<file path="src/rtl/dff_ram_pkg.sv">
// Shared opcodes and FSM state encoding for the flip-flop RAM controller.
package dff_ram_pkg;

   localparam logic [2:0] OP_WRITE     = 3'd0;
   localparam logic [2:0] OP_READ      = 3'd1;
   localparam logic [2:0] OP_SET_PTR   = 3'd2;
   localparam logic [2:0] OP_WRITE_INC = 3'd3;
   localparam logic [2:0] OP_READ_INC  = 3'd4;
   localparam logic [2:0] OP_CLEAR     = 3'd5;

   typedef enum logic {
      IDLE  = 1'b0,
      CLEAR = 1'b1
   } state_t;

endpackage

</file>
<file path="src/rtl/dff_ram_array.sv">
// DATA_W x DEPTH flip-flop storage: one synchronous write port, one combinational read port.
// No reset on the storage; contents persist across rst.
module dff_ram_array #(
   parameter int DATA_W = 8,
   parameter int DEPTH  = 16,
   localparam int AW    = $clog2(DEPTH)
) (
   input  logic              clk_i,
   input  logic              we_i,
   input  logic [AW-1:0]     waddr_i,
   input  logic [DATA_W-1:0] wdata_i,
   input  logic [AW-1:0]     raddr_i,
   output logic [DATA_W-1:0] rdata_o
);

   logic [DATA_W-1:0] mem_q [DEPTH];

   always_ff @(posedge clk_i) begin
      if (we_i) begin
         mem_q[waddr_i] <= wdata_i;
      end
   end

   assign rdata_o = mem_q[raddr_i];

endmodule

</file>
<file path="src/rtl/dff_ram_ctrl.sv">
// Command front end for the DFF RAM: one command per cycle in IDLE, reads registered (1-cycle latency).
// CLEAR zeroes one word per cycle for DEPTH cycles with cmd_ready low; cmd_ready depends on state only.
module dff_ram_ctrl
   import dff_ram_pkg::*;
#(
   parameter int DATA_W = 8,
   parameter int DEPTH  = 16,
   localparam int AW    = $clog2(DEPTH)
) (
   input  logic              clk,
   input  logic              rst,
   input  logic              cmd_valid,
   output logic              cmd_ready,
   input  logic [2:0]        cmd_op,
   input  logic [AW-1:0]     cmd_addr,
   input  logic [DATA_W-1:0] cmd_wdata,
   output logic              rd_valid,
   output logic [DATA_W-1:0] rd_data,
   output logic [AW-1:0]     ptr,
   output logic              busy
);

   localparam logic [AW-1:0] LAST = AW'(DEPTH - 1);

   state_t            state_q, state_d;
   logic [AW-1:0]     ptr_q, ptr_d, clr_cnt_q, clr_cnt_d, ptr_inc;
   logic [DATA_W-1:0] rd_data_q, rd_data_d;
   logic              rd_valid_q, rd_valid_d;
   logic              addr_ok, arr_we;
   logic [AW-1:0]     arr_waddr, arr_raddr;
   logic [DATA_W-1:0] arr_wdata, arr_rdata;

   // Non-power-of-two depths leave encodable addresses that map to no word.
   assign addr_ok   = ({1'b0, cmd_addr} < (AW + 1)'(DEPTH));
   assign ptr_inc   = (ptr_q == LAST) ? '0 : ptr_q + AW'(1);
   assign arr_raddr = (cmd_op == OP_READ_INC) ? ptr_q : cmd_addr;

   always_comb begin
      state_d    = state_q;
      ptr_d      = ptr_q;
      clr_cnt_d  = clr_cnt_q;
      rd_valid_d = 1'b0;
      rd_data_d  = rd_data_q;
      arr_we     = 1'b0;
      arr_waddr  = cmd_addr;
      arr_wdata  = cmd_wdata;
      case (state_q)
         IDLE: begin
            if (cmd_valid) begin
               case (cmd_op)
                  OP_WRITE: arr_we = addr_ok;
                  OP_READ: begin
                     rd_valid_d = 1'b1;
                     rd_data_d  = addr_ok ? arr_rdata : '0;
                  end
                  OP_SET_PTR: begin
                     if (addr_ok) ptr_d = cmd_addr;
                  end
                  OP_WRITE_INC: begin
                     arr_we    = 1'b1;
                     arr_waddr = ptr_q;
                     ptr_d     = ptr_inc;
                  end
                  OP_READ_INC: begin
                     rd_valid_d = 1'b1;
                     rd_data_d  = arr_rdata;
                     ptr_d      = ptr_inc;
                  end
                  OP_CLEAR: begin
                     state_d   = CLEAR;
                     clr_cnt_d = '0;
                  end
                  default: ;
               endcase
            end
         end
         CLEAR: begin
            arr_we    = 1'b1;
            arr_waddr = clr_cnt_q;
            arr_wdata = '0;
            if (clr_cnt_q == LAST) state_d = IDLE;
            else                   clr_cnt_d = clr_cnt_q + AW'(1);
         end
         default: state_d = IDLE;
      endcase
   end

   always_ff @(posedge clk or posedge rst) begin
      if (rst) begin
         state_q    <= IDLE;
         ptr_q      <= '0;
         clr_cnt_q  <= '0;
         rd_valid_q <= 1'b0;
         rd_data_q  <= '0;
      end else begin
         state_q    <= state_d;
         ptr_q      <= ptr_d;
         clr_cnt_q  <= clr_cnt_d;
         rd_valid_q <= rd_valid_d;
         rd_data_q  <= rd_data_d;
      end
   end

   dff_ram_array #(
      .DATA_W (DATA_W),
      .DEPTH  (DEPTH)
   ) u_array (
      .clk_i   (clk),
      .we_i    (arr_we),
      .waddr_i (arr_waddr),
      .wdata_i (arr_wdata),
      .raddr_i (arr_raddr),
      .rdata_o (arr_rdata)
   );

   assign cmd_ready = (state_q == IDLE);
   assign busy      = (state_q == CLEAR);
   assign rd_valid  = rd_valid_q;
   assign rd_data   = rd_data_q;
   assign ptr       = ptr_q;

endmodule

</file>
<file path="config.mk">
export PLATFORM = sky130hd
export DESIGN_NAME = dff_ram_ctrl
export DESIGN_NICKNAME = d
export VERILOG_FILES = /design/src/rtl/dff_ram_pkg.sv /design/src/rtl/dff_ram_array.sv /design/src/rtl/dff_ram_ctrl.sv
export SDC_FILE = /design/constraint.sdc
export NUM_CORES = 1
export LEC_CHECK = 0
export ABC_AREA = 1
export BUFFER_PORTS_ARGS = -buffer_cell sky130_fd_sc_hd__clkbuf_2
export CORE_ASPECT_RATIO = 2
export CORE_MARGIN = 3
export CORE_UTILIZATION = 30
export DETAILED_ROUTE_END_ITERATION = 8
export SYNTH_ARGS = -nofsm -noshare
export SYNTH_HDL_FRONTEND = slang
export SYNTH_SLANG_ARGS = --single-unit
</file>
<file path="constraint.sdc">
create_clock -name clk -period 4.4 [get_ports clk]
set_input_delay 0.22 -clock clk [delete_from_list [all_inputs] [get_ports clk]]
set_output_delay 0.22 -clock clk [all_outputs]
set_load 0.02 [all_outputs]
</file>
==> results of run 1 <==
worst reg2reg max path, cell delays in order (launching register included):
cell and delay (ns):
dfrtp_1 0.47, inv_1 0.15, nand3_2 0.44, nand2_2 0.91, nand2_1 0.14, nand3_1 0.12
nand3_1 0.13, nand3_1 0.13, nand2_1 0.07, nand2_1 0.08, nand2_1 0.06
metal layers:
metal | up-vias | share of wire, % | global-route usage [%]
li1 | 2372 | - | -
met1 | 2326 | 34 | 14.0
met2 | 132 | 59 | 29.4
met3 | 39 | 3.3 | 2.68
met4 | 0 | 4.3 | 8.18
met5 | - | 0 | 0
cells in the final DEF, fill, tap and decap left out:
cell type,n
clkbuf_1,9
nand3_1,160
a21oi_1,8
edfxtp_1,128
nand2_2,2
xor2_1,1
nand3_2,2
nand2_1,147
nand4_1,1
nor2_2,5
nand2_4,3
buf_4,7
clkbuf_16,19
nor2_1,29
inv_1,157
o211ai_1,1
o21ai_2,3
o21ai_0,14
a211oi_1,1
dlygate4sd3_1,1
dfrtp_1,18
ha_1,2
clkbuf_2,32
clkbuf_8,1
clkinv_2,1
o21ai_4,1
o22ai_1,2
a22oi_1,1
clkinv_4,1
nor2_4,1
bufinv_16,1
worst max path at each step:
| stage | slack [ns] | to | cells past startpoint |
|---|---|---|---|
| floorplan | 2.41 | u_array.mem_q[12][0] | 6 |
| global placement | 1.64 | rd_data[6] | 10 |
| detailed placement | 1.55 | rd_data[1] | 10 |
| CTS | 1.52 | rd_data[1] | 10 |
| global route | 1.31 | rd_data[1] | 10 |
| finish | 1.59 | rd_data[1] | 10 |
per-stage QoR:
| stage | hold slack, ns | area [um^2] | cells | setup slack (ns) | util, % |
|---|---|---|---|---|---|
| after CTS | 0.0774 | 7820 | 1035 | 1.52 | 35.1 |
| after floorplan | 0.159 | 6830 | 712 | 2.41 | - |
| after global placement | 0.397 | 7240 | 1002 | 1.64 | 32.5 |
| after global routing | 0.0906 | 7820 | 1035 | 1.31 | 35.1 |
| final | 0.0924 | 7820 | 1035 | 1.59 | 35.1 |
| after detailed placement | 0.389 | 7240 | 1002 | 1.55 | 32.5 |
sequential cells by signal, summed over array words and instances, names as in the netlist:
register       count
busy               1
rd_valid           1
rd_data            8
ptr                4
clr_cnt_q          4
u_array.mem_q    128
cell families after synthesis:
group / synth area share (%)
fa+ha+maj: 0.367
buf+inv: 10.9
xor+xnor: 0.128
compound gates: 2.75
flops: 62.9
simple gates: 22.9
timing repair:
action                                 CTS  global route
resized for setup                        0             0
hold buffers                             1             0
endpoints found under the hold margin   18             0
power groups by stage:
| stage | registers, uW | clock network [uW] | logic [uW] |
|---|---|---|---|
| 6_report | 2100 | 1380 | 1150 |
| 5_1_grt | 2120 | 1460 | 1280 |
| 4_1_cts | 2100 | 1400 | 1160 |
| 3_5_place_dp | 2130 | 0 | 1160 |
| 3_3_place_gp | 2130 | 0 | 1150 |
| 2_1_floorplan | 2120 | 0 | 685 |
final cells by class:
class | count | area share (%)
tap | 276 | 4.42
timing repair buffer | 40 | 2.85
inverter | 157 | 7.54
multi-input combinational | 384 | 23.0
clock inverter | 3 | 0.560
clock buffer | 29 | 6.69
sequential | 146 | 54.9
==> impl_metrics.toml, run 1 <==
[logic_synthesis]
synthFlopType = "edfxtp_1"
netlist_area_mm2 = 0.00683
yosysMostFrequentCell = "nand3_1"
synth_common_cells = "nand3_1 (160), inv_1 (157), nand2_1 (147), edfxtp_1 (128), nor2_1 (34)"
synth_cell_types = 25
synth_area_leaders = "edfxtp_1 (56%), nand3_1 (12%), inv_1 (8.6%)"
syn_avg_cell_area_um2 = 9.59
synth_warnings = 0
ys_ff_latch = 146
synth_edf_count = 128
yosysSeqAreaShare_pct = 62.9
yosysTopAreaCellShare_pct = 56.3
synth_nets = 732
async_reset_ff_share_pct = 12.3
synth_cells = 712
synth_top_area_cell = "edfxtp_1"

[pwr]
intPower_uw = 3080
clockPowerShare_pct = 29.8
powerDensity_mw_per_mm2 = 594
finalPower_uw = 4640
leakage_uw = 0.00350
seq_power_share_pct = 45.3
comb_power_share_pct = 24.8
switching_share_pct = 33.6
peakVddDrop_mv = 0.362
switching_power_uw = 1560

[global_route]
grt_usage_pct = 14.9
grt-ovfl-total = 0
first_global_vias = 4878
grt_first_pass_wirelength_um = 27000
antenna_found_initial = 0
grt_max_degree = 48

[setup_path]
crit_path_end_kind = "register"
ff2ff_setup_slack_ns = 1.59
r2r_end = "rd_data[1]"
start_kind = "register"
crit_buf_inv = 1
timing.critical_path.cells = "inv_1 -> nand3_2 -> nand2_2 -> nand2_1 -> nand3_1 -> nand3_1 -> nand3_1 -> nand2_1 -> nand2_1 -> nand2_1"
critPathMaxFanout = 47
reg2reg_from = "ptr[0]"
worst_ep_arrival_time_ns = 3.11
rr_worst_depth = 10
slowest_delay_ns = 0.90
cp_common_cell = "nand2_1"
worstSetupPathType = "reg -> reg"
crit_start = "ptr[0]"
cp_top_family = "simple AND/OR/NAND/NOR gates"
crit_path_top_delay_cell = "nand2_2"
cp.required_ns = 4.71

[sta]
report.final.slew_viol_count = 0
fin_skew_ns = 0.00911
hold_viol = 0
rsz0062_at_grt = "false"
min_period_over_period_pct = 63.8
final.min_clock_period_ns = 2.81
tns_ns = 0
relSlewSlack_pct = 31.5
tightest_slew_ns = 1.02
max_freq_mhz = 356
finalSetupViolations = 0

[drt]
antenna_left = 0
drc = 0
viasPerCell = 4.70
drtIter0Drc = 233
dr.pass1.iters = 7
drt-total-wl_um = 17900
vias = 4869
drt-wirelength-per-cell_um = 17.3

[clock_network]
cts_tree = "built"
cts_buffer_depth = 2
cts_buffers = 17
cts_max_level = 4
clkTransAtPathRegs_ns = 0.06
postCtsSetupBuffers = 0
insertion_delay_ns = 0.43
cts-root-buf = "clkbuf_16"
cts_sinks = 146

[worst_hold_path]
hold_end = "ptr[2]"
hold_path_depth = 3
hold_class = "in -> reg"
holdCritStartpoint = "cmd_addr[2]"

[die]
start_util_pct = 30.7
num_rows = 77
core_mm2 = 0.0223
num_io_pins = 33
chipHeight_um = 219
dieArea_mm2 = 0.0247
dieWidth_um = 113

[cells_and_area]
num_antenna_cells = 0
multi_input_area_mm2 = 0.00180
fillers = 2237
nets = 766
seq_area_mm2 = 0.00429
area_growth_pct = 14.5
drive_above_1_share_pct = 10.4

[place]
port_buffers = 32
gp_congestion = 0.944
dp_hpwl_um = 12700

[flow_run]
maxCapViolations = 0

[status]
status = "finished clean"
Power figures use the tool's default switching activity.
==> run 2: changes to the inputs <==
clock period = 2.87 ns   (was 4.4 ns; I/O delays follow)
==> impl_metrics.toml, run 2 (synthesis results as in run 1) <==
[status]
status = "finished clean"

[setup_path]
cp.required_ns = 2.93
critPathMaxFanout = 9
slowest_delay_ns = 0.62
cp_top_family = "simple AND/OR/NAND/NOR gates"
worstSetupPathType = "reg -> reg"
crit_path_top_delay_cell = "nor2_1"
crit_path_end_kind = "register"
start_kind = "register"
crit_buf_inv = 1
cp_common_cell = "nor2_1"
worst_ep_arrival_time_ns = 2.21
timing.critical_path.cells = "inv_1 -> o21ai_0 -> a21oi_1 -> nor2_1 -> nand2_1 -> nor2_1"

[sta]
tightest_slew_ns = 0.764
worst_slack_ns = 0.719
fin_skew_ns = 0.00841
max_freq_mhz = 465
relSlewSlack_pct = 48.9
tns_ns = 0
report.final.slew_viol_count = 0
rsz0062_at_grt = "false"
min_period_over_period_pct = 74.9
finalSetupViolations = 0
final.min_clock_period_ns = 2.15
hold_viol = 0

[clock_network]
cts_buffer_depth = 2
insertion_delay_ns = 0.43
clkTransAtPathRegs_ns = 0.06
cts_tree = "built"
cts_max_level = 4
cts_buffers = 17
cts-root-buf = "clkbuf_16"
cts_sinks = 146

[pwr]
comb_power_share_pct = 25.7
seq_power_share_pct = 43.1
peakVddDrop_mv = 0.593
switching_power_uw = 2420
leakage_uw = 0.00364
intPower_uw = 4900
clockPowerShare_pct = 31.3
powerDensity_mw_per_mm2 = 910
switching_share_pct = 33.0

[drt]
viasPerCell = 4.70
drc = 0
drt-wirelength-per-cell_um = 16.6
drt-total-wl_um = 17500
antenna_left = 0
dr.pass1.iters = 5
drtIter0Drc = 243
vias = 4968

[global_route]
grt_usage_pct = 14.8
grt-ovfl-total = 0
busiest_layer = "met2"
use_met1_pct = 12.8
grtUsageMet3_pct = 2.90
met2_usage_pct = 29.2
grt_max_degree = 48
first_global_vias = 5090
grt_first_pass_wirelength_um = 27300
antenna_found_initial = 0

[cells_and_area]
final_area_mm2 = 0.00804
num_antenna_cells = 0
final_core_util_pct = 36.1
fillers = 2191
drive_above_1_share_pct = 13.4
regMostFlops = "u_array.mem_q"
final_common_cell = "nand3_1"
largest_register_ffs = 128
layout_common_cells = "nand3_1 (160), inv_1 (157), nand2_1 (147)"
area_growth_pct = 17.8
nets = 789

[die]
num_rows = 77
core_mm2 = 0.0223
chipHeight_um = 219
num_io_pins = 33
dieWidth_um = 113
start_util_pct = 30.7
dieArea_mm2 = 0.0247

[place]
pre_cts_ws_ns = 0.627
gp_congestion = 0.896
placed_area_mm2 = 0.00740
dp_hpwl_um = 12600
port_buffers = 32

[worst_hold_path]
hold_class = "in -> reg"

[flow_run]
maxCapViolations = 0
-- run 2: worst paths after layout --
| check | startpoint | endpoint | slack (ns) | depth (start not counted) |
|---|---|---|---|---|
| min in group asynchronous | rst | ptr[2] | 0.38 | 3 |
| worst min register to register | rd_data[5] | rd_data[5] | 0.48 | 2 |
| max in group asynchronous | rst | clr_cnt_q[1] | 2.01 | 3 |
| worst min-delay path | cmd_addr[1] | ptr[1] | 0.03 | 3 |
| worst max-delay path | busy | u_array.mem_q[1][4] | 0.72 | 6 |
| worst max register to register | busy | u_array.mem_q[1][4] | 0.72 | 6 |
-- run 2: through the flow --
step	hold slack [ns]	std cells	total power [uW]
floorplan	0.0821	712	4310
global placement	0.292	1024	5060
detailed placement	0.297	1024	5080
CTS	0.0277	1058	7360
global route	0.0607	1058	7680
finish	0.0324	1058	7320
-- run 2: layer usage --
layer  part of all wire [%]  vias up
met2                     58      155
met1                     32     2330
li1                       -     2426
met3                    3.5       57
met4                    6.0        0
met5                      0        -
-- run 2: layout make-up --
| type | count | area, um^2 | share of cell area, % |
|---|---|---|---|
| Clock inverter | 14 | 179 | 2.22 |
| Tap cell | 276 | 345 | 4.29 |
| Clock buffer | 18 | 439 | 5.46 |
| Timing Repair Buffer | 63 | 410 | 5.10 |
| Multi-Input combinational cell | 384 | 1790 | 22.2 |
| Inverter | 157 | 589 | 7.33 |
| Sequential cell | 146 | 4290 | 53.4 |
-- run 2: repair_timing --
action | 4_1_cts | 5_1_grt
buffers inserted | 0 | 0
endpoints found under the hold margin | 19 | 0
hold buffers | 2 | 0
resized for setup | 0 | 0
-- run 2: power by group through the flow --
stage                     Clock (uW)  Sequential, uW  Combinational [uW]
after floorplan                    0            3260                1050
after global placement             0            3190                1880
after detailed placement           0            3200                1890
after CTS                       2310            3150                1900
after global routing            2390            3200                2090
final                           2290            3150                1880
-- run 2: worst reg2reg max path, cell delays in order (launching register included) --
cell	delay, ns
dfrtp_1	0.50
inv_1	0.17
o21ai_0	0.11
a21oi_1	0.07
nor2_1	0.17
nand2_1	0.14
nor2_1	0.62
